===== src/rtl/fpu_addsub_pkg.sv =====
// rtl/fpu_addsub_pkg.sv - fp16 add/sub shared widths, FSM state type and field helpers
package fpu_addsub_pkg;

  localparam int FP_W      = 16;
  localparam int EXP_W     = 5;
  localparam int MANT_W    = 11;
  localparam int FRAC_W    = MANT_W - 1;
  localparam int BIAS      = 15;
  localparam int GRS_W     = 3;
  localparam int SHIFT_CAP = 13;
  localparam int SH_W      = MANT_W + 2;
  localparam int CNT_W     = 4;

  typedef enum logic [1:0] {
    IDLE  = 2'd0,
    ALIGN = 2'd1,
    HOLD  = 2'd2
  } state_t;

  function automatic logic fp16_sign(input logic [FP_W-1:0] x);
    return x[FP_W-1];
  endfunction

  function automatic logic [EXP_W-1:0] fp16_exp(input logic [FP_W-1:0] x);
    return x[FP_W-2:FRAC_W];
  endfunction

  function automatic logic [FRAC_W-1:0] fp16_frac(input logic [FP_W-1:0] x);
    return x[FRAC_W-1:0];
  endfunction

endpackage


===== src/rtl/fp16_unpack.sv =====
// rtl/fp16_unpack.sv - combinational fp16 field decode and classification
module fp16_unpack
  import fpu_addsub_pkg::*;
(
  input  logic [FP_W-1:0]   op,
  output logic              sign,
  output logic [EXP_W-1:0]  eff_exp,
  output logic [MANT_W-1:0] sig,
  output logic              is_nan,
  output logic              is_inf,
  output logic              is_zero
);

  logic [EXP_W-1:0]  e;
  logic [FRAC_W-1:0] f;

  // subnormals share exponent 1 with the smallest normals but have no hidden bit
  always_comb begin
    e       = fp16_exp(op);
    f       = fp16_frac(op);
    sign    = fp16_sign(op);
    eff_exp = (e == '0) ? EXP_W'(1) : e;
    sig     = {(e != '0), f};
    is_nan  = (e == '1) && (f != '0);
    is_inf  = (e == '1) && (f == '0);
    is_zero = (e == '0) && (f == '0);
  end

endmodule


===== src/rtl/fpu_addsub_align.sv =====
// rtl/fpu_addsub_align.sv - fp16 add/sub operand ordering and iterative alignment stage
module fpu_addsub_align
  import fpu_addsub_pkg::*;
(
  input  logic              clk,
  input  logic              rst_n,
  input  logic              in_valid,
  output logic              in_ready,
  input  logic [FP_W-1:0]   op_a,
  input  logic [FP_W-1:0]   op_b,
  input  logic              sub,
  output logic              out_valid,
  input  logic              out_ready,
  output logic [MANT_W-1:0] mant_l,
  output logic [MANT_W-1:0] mant_s,
  output logic              cin,
  output logic [EXP_W-1:0]  exp_l,
  output logic              sign_r,
  output logic [GRS_W-1:0]  grs,
  output logic              eff_sub,
  output logic              is_nan,
  output logic              is_inf
);

  logic              sa, sb_raw, sb;
  logic [EXP_W-1:0]  ea, eb;
  logic [MANT_W-1:0] siga, sigb;
  logic              nan_a, nan_b, inf_a, inf_b, zero_a, zero_b;

  fp16_unpack u_unpack_a (
    .op(op_a), .sign(sa), .eff_exp(ea), .sig(siga),
    .is_nan(nan_a), .is_inf(inf_a), .is_zero(zero_a)
  );

  fp16_unpack u_unpack_b (
    .op(op_b), .sign(sb_raw), .eff_exp(eb), .sig(sigb),
    .is_nan(nan_b), .is_inf(inf_b), .is_zero(zero_b)
  );

  state_t            state_q, state_d;
  logic [CNT_W-1:0]  cnt_q;
  logic [SH_W-1:0]   sh_q;
  logic              sticky_q;
  logic              in_ready_q, out_valid_q;
  logic [MANT_W-1:0] mant_l_q, mant_s_q;
  logic [EXP_W-1:0]  exp_l_q;
  logic [GRS_W-1:0]  grs_q;
  logic              cin_q, sign_r_q, eff_sub_q, is_nan_q, is_inf_q;

  logic              esub, a_ge, tie, sgn_l;
  logic [MANT_W-1:0] sig_l, sig_sm;
  logic [EXP_W-1:0]  exp_lg, exp_sm, diff;
  logic [CNT_W-1:0]  d_cap;
  logic              spec_nan, spec_inf, special, accept;

  // order operands by magnitude and classify the operation
  always_comb begin
    sb     = sb_raw ^ sub;
    esub   = sa ^ sb;
    a_ge   = {ea, siga} >= {eb, sigb};
    tie    = ({ea, siga} == {eb, sigb}) || (zero_a && zero_b);
    sig_l  = a_ge ? siga : sigb;
    sig_sm = a_ge ? sigb : siga;
    exp_lg = a_ge ? ea : eb;
    exp_sm = a_ge ? eb : ea;
    // x - x is +0 in round-to-nearest
    sgn_l  = (tie && esub) ? 1'b0 : (a_ge ? sa : sb);
    diff   = exp_lg - exp_sm;
    d_cap  = (diff > EXP_W'(SHIFT_CAP)) ? CNT_W'(SHIFT_CAP) : diff[CNT_W-1:0];
    spec_nan = nan_a || nan_b || (inf_a && inf_b && esub);
    spec_inf = !spec_nan && (inf_a || inf_b);
    special  = spec_nan || spec_inf;
    accept   = in_valid && in_ready_q;
  end

  logic [SH_W-1:0]   sh_next;
  logic              sticky_next;
  logic [MANT_W-1:0] fin_sig, mant_s_fin;
  logic [GRS_W-1:0]  grs_raw, grs_fin;
  logic              fin_sub, cin_fin;

  // one-bit alignment step and the adder-ready form of the final shifter contents;
  // subtraction negates {sig_S, grs} so the adder sees L<<3 - S_ext exactly
  always_comb begin
    sh_next     = {1'b0, sh_q[SH_W-1:1]};
    sticky_next = sticky_q | sh_q[0];
    if (state_q == IDLE) begin
      fin_sig = sig_sm;
      grs_raw = '0;
      fin_sub = esub;
    end else begin
      fin_sig = sh_next[SH_W-1:2];
      grs_raw = {sh_next[1:0], sticky_next};
      fin_sub = eff_sub_q;
    end
    mant_s_fin = fin_sub ? ~fin_sig : fin_sig;
    grs_fin    = fin_sub ? (GRS_W'(0) - grs_raw) : grs_raw;
    cin_fin    = fin_sub && (grs_raw == '0);
  end

  // next-state logic: zero-distance and special operations bypass ALIGN
  always_comb begin
    state_d = state_q;
    case (state_q)
      IDLE:    if (accept) state_d = (special || d_cap == '0) ? HOLD : ALIGN;
      ALIGN:   if (cnt_q == CNT_W'(1)) state_d = HOLD;
      HOLD:    if (out_ready) state_d = IDLE;
      default: state_d = IDLE;
    endcase
  end

  // state, handshake flags, shifter, counter and output registers
  always_ff @(posedge clk) begin
    if (!rst_n) begin
      state_q     <= IDLE;
      cnt_q       <= '0;
      sh_q        <= '0;
      sticky_q    <= 1'b0;
      in_ready_q  <= 1'b0;
      out_valid_q <= 1'b0;
      mant_l_q    <= '0;
      mant_s_q    <= '0;
      exp_l_q     <= '0;
      grs_q       <= '0;
      cin_q       <= 1'b0;
      sign_r_q    <= 1'b0;
      eff_sub_q   <= 1'b0;
      is_nan_q    <= 1'b0;
      is_inf_q    <= 1'b0;
    end else begin
      state_q     <= state_d;
      in_ready_q  <= (state_d == IDLE);
      out_valid_q <= (state_d == HOLD);
      case (state_q)
        IDLE: begin
          if (accept) begin
            sh_q     <= {sig_sm, 2'b00};
            sticky_q <= 1'b0;
            cnt_q    <= d_cap;
            is_nan_q <= spec_nan;
            is_inf_q <= spec_inf;
            if (special) begin
              mant_l_q  <= '0;
              mant_s_q  <= '0;
              exp_l_q   <= '0;
              grs_q     <= '0;
              cin_q     <= 1'b0;
              eff_sub_q <= 1'b0;
              sign_r_q  <= spec_inf && (inf_a ? sa : sb);
            end else begin
              mant_l_q  <= sig_l;
              exp_l_q   <= exp_lg;
              sign_r_q  <= sgn_l;
              eff_sub_q <= esub;
              if (d_cap == '0) begin
                mant_s_q <= mant_s_fin;
                grs_q    <= grs_fin;
                cin_q    <= cin_fin;
              end else begin
                mant_s_q <= '0;
                grs_q    <= '0;
                cin_q    <= 1'b0;
              end
            end
          end
        end
        ALIGN: begin
          sh_q     <= sh_next;
          sticky_q <= sticky_next;
          cnt_q    <= cnt_q - CNT_W'(1);
          if (cnt_q == CNT_W'(1)) begin
            mant_s_q <= mant_s_fin;
            grs_q    <= grs_fin;
            cin_q    <= cin_fin;
          end
        end
        default: ;
      endcase
    end
  end

  assign in_ready  = in_ready_q;
  assign out_valid = out_valid_q;
  assign mant_l    = mant_l_q;
  assign mant_s    = mant_s_q;
  assign cin       = cin_q;
  assign exp_l     = exp_l_q;
  assign sign_r    = sign_r_q;
  assign grs       = grs_q;
  assign eff_sub   = eff_sub_q;
  assign is_nan    = is_nan_q;
  assign is_inf    = is_inf_q;

endmodule


===== config.mk =====
export PLATFORM = sky130hd
export DESIGN_NAME = fpu_addsub_align
export DESIGN_NICKNAME = d
export VERILOG_FILES = /design/src/rtl/fpu_addsub_pkg.sv /design/src/rtl/fp16_unpack.sv /design/src/rtl/fpu_addsub_align.sv
export SDC_FILE = /design/constraint.sdc
export NUM_CORES = 1
export LEC_CHECK = 0
export CAP_MARGIN = 20
export CORE_MARGIN = 4
export CORE_UTILIZATION = 35
export DETAILED_ROUTE_END_ITERATION = 10
export PLACE_DENSITY = 0.63
export SLEW_MARGIN = 25
export SYNTH_ARGS = -nofsm -noshare
export SYNTH_HDL_FRONTEND = slang
export SYNTH_SLANG_ARGS = --single-unit

===== constraint.sdc =====
create_clock -name clk -period 5.7 [get_ports clk]
set_input_delay 0.855 -clock clk [delete_from_list [all_inputs] [get_ports clk]]
set_output_delay 0.855 -clock clk [all_outputs]
set_load 0.005 [all_outputs]

==> impl_metrics.env <==
export IMPL_status="completed"
export IMPL_finalSetupViolCount=0
export IMPL_pin_count=74
export IMPL_htreeDepth=3
export IMPL_worstMarginPinSlew_ns=0.923
export IMPL_setup_tns_final_ns=0
export IMPL_gr_total_overflow=0
export IMPL_cp_max_fo=13
export IMPL_hpwlAfterDp_mm=7.69
export IMPL_period_needed_ns=5.28
export IMPL_core_um2=9950
export IMPL_cp_arrival_ns=5.57
export IMPL_final_nets=594
export IMPL_synth_main_ff_cell="dfxtp_1"
export IMPL_synth_top_area_share_pct=31.4
export IMPL_grt_start_max_net_pins=45
export IMPL_synth_edf_count=0
export IMPL_first_global_vias=3312
export IMPL_io_buffers=73
export IMPL_hold_slack_ns=0.473
export IMPL_worstPathRequired_ns=5.99
export IMPL_synth_seq_cells=57
export IMPL_drt_antenna_violating_nets=0
export IMPL_fmax_mhz=189
export IMPL_syn_avg_cell_area_um2=7.67
export IMPL_synth_top_family_by_area="compound AO/OA/AOI/OAI gates"
export IMPL_drtIter0Drc=268
export IMPL_rsz0062_at_grt="false"
export IMPL_wl_per_cell_um=15.4
export IMPL_synth_mux_area_share_pct=2.03
export IMPL_synth_most_common_cell="nor2_1"
export IMPL_die_h_um=110
export IMPL_ir_drop_mv=0.0977
export IMPL_synthArstFlopShare_pct=0
export IMPL_track_usage_pct=17.3
export IMPL_dr_pass1_iters=4
export IMPL_yosys_area_top_type="dfxtp_1"
export IMPL_synth_nets=532
export IMPL_synth_compound_area_share_pct=26.3
export IMPL_drt_wl_total_mm=10.4
export IMPL_die_x_um=110
export IMPL_synth_warnings=0
export IMPL_power_density_nw_per_um2=249
export IMPL_syn_inst=474
export IMPL_clk_path_buf_depth=2
export IMPL_antenna_cells=0
export IMPL_vias_per_cell=5.26
export IMPL_fin_crit_sh_pct=92.7
export IMPL_maxCapViolCount=0
export IMPL_synth_fa_ha_area_share_pct=7.22
export IMPL_fillCellCount=995
export IMPL_dp_cells=658
export IMPL_drive_above_1_share_pct=6.28
export IMPL_p_leak_uw=0.00180
export IMPL_syn_cell_area_um2=3640
export IMPL_drcViolationCount=0
export IMPL_fin_worst_skew_ns=0.00908
export IMPL_hold_class="reg2reg"
export IMPL_antenna_found_initial=0
export IMPL_cts_resized=0
export IMPL_clock_latency_ns=0.35
export IMPL_synthSimpleGateAreaFrac_pct=24.1
export IMPL_postCtsSetupRepairBufs=0
export IMPL_routed_via_count=3547
export IMPL_post_synth_xor_area_fraction_pct=3.37
export IMPL_initial_core_util_pct=36.5
export IMPL_place_gp_congestion=0.924
export IMPL_dieArea_um2=12100
export IMPL_synth_seq_area_share_pct=31.4
export IMPL_worstSetupPathType="in2reg"
export IMPL_cts_root_buf="clkbuf_8"
export IMPL_synthTopCellsByArea="dfxtp_1 31%, ha_1 7.2%, a21oi_1 6.6%"
export IMPL_cts_sinks=57
export IMPL_crit_path_end_kind="flip-flop"
export IMPL_synthToLayoutAreaGrowth_pct=27.2
export IMPL_cts_tree="yes"
export IMPL_max_slew_margin_rel_pct=36.7
export IMPL_slew_viol_final=0
export IMPL_rows=36
export IMPL_grt_pass1_wl_mm=16.3
export IMPL_synth_commonest_cells="58 x nor2_1, 57 x dfxtp_1, 48 x a21oi_1"
export IMPL_cts_hold_fix_buffers=0
export IMPL_critPathLaunchType="input port"
export IMPL_yosysUniqueCellTypes=52
export IMPL_fin_cells=674
export IMPL_fin_util_pct=46.5
export IMPL_clk_pin_slew_worst_paths_ns=0.07
export IMPL_cts_buffers=9
export IMPL_hold_violations=0
## report_power, final
group / switching [uW] / internal, uW / total [uW]
clock: 178 / 168 / 346
combinational: 202 / 159 / 361
sequential: 21.1 / 425 / 446
total: 401 / 752 / 1150
## per-layer routing
metal / up-vias / GRT usage, % / part of all wire, %
met5: - / 0 / 0
met4: 0 / 7.39 / 2.2
met3: 18 / 2.47 / 6.3
met2: 109 / 28.6 / 46
met1: 1615 / 22.4 / 45
li1: 1805 / - / -
## cells in the final DEF, fill, tap and decap left out, types with 14 or more instances in the layout
cell type / synthesis / routed
a21oi_1: 48 / 48
a22o_1: 19 / 19
and2_1: 20 / 20
clkdlybuf4s50_1: 0 / 73
dfxtp_1: 57 / 57
ha_1: 21 / 21
inv_1: 22 / 22
nand2_1: 45 / 45
nor2_1: 58 / 58
o21ai_0: 35 / 35
xnor2_1: 14 / 14
## critical path: stages
cell and delay [ns]:
clkdlybuf4s50_1 0.51, nor4_1 0.41, nor2_1 0.11, inv_1 0.11
ha_1 0.28, a21oi_1 0.16, o21ai_0 0.14, a41oi_1 0.54
nand3_1 0.18, a2bb2oi_1 0.17, ha_1 0.20, nand2_1 0.07
o211ai_1 0.10, or4_4 0.43, a2111o_1 0.50, o31ai_4 0.57
a32o_1 0.24
## kinds of logic (layout without fill, tap and decap cells)
kind of cell             Yosys count  count (layout)
AND/OR/NAND/NOR                  183             183
AO/OA/AOI/OAI                    143             143
flip-flops                        57              57
buffers and inverters             49             116
adder cells (fa/ha/maj)           21              21
XOR/XNOR                          14              14
multiplexers                       7               7
## state kept, by name (all words and copies together) (netlist names), 2 cells and up
name     count
sh_q        13
mant_l      11
cnt_q        4
grs          3
exp_l        5
mant_s      11
state_q      2
## final cells by class
cell class | instances | area [um^2] | area share, %
Inverter | 22 | 82.6 | 1.78
Multi-Input combinational cell | 368 | 2300 | 49.6
Clock inverter | 5 | 31.3 | 0.676
Sequential cell | 57 | 1140 | 24.7
Timing Repair Buffer | 78 | 768 | 16.6
Tap cell | 133 | 166 | 3.60
Clock buffer | 11 | 141 | 3.06
## stage by stage
stage / total power (uW) / instance area, um^2 / setup slack, ns
2_1_floorplan: 693 / 3640 / 1.29
3_3_place_gp: 809 / 4450 / 0.348
3_5_place_dp: 814 / 4450 / 0.174
4_1_cts: 1160 / 4620 / 0.489
5_1_grt: 1220 / 4630 / 0.156
6_report: 1150 / 4630 / 0.418
## path summary, 6_finish.rpt
path / from / end / slack (ns) / depth (start not counted)
worst max-delay path: op_a[11] / cin / 0.42 / 17
worst min-delay path: cin / cin / 0.47 / 1
worst min register to register: cin / cin / 0.47 / 1
worst max register to register: state_q[0] / mant_s[9] / 3.24 / 7
Note: power is estimated with default switching activity, not from simulation.
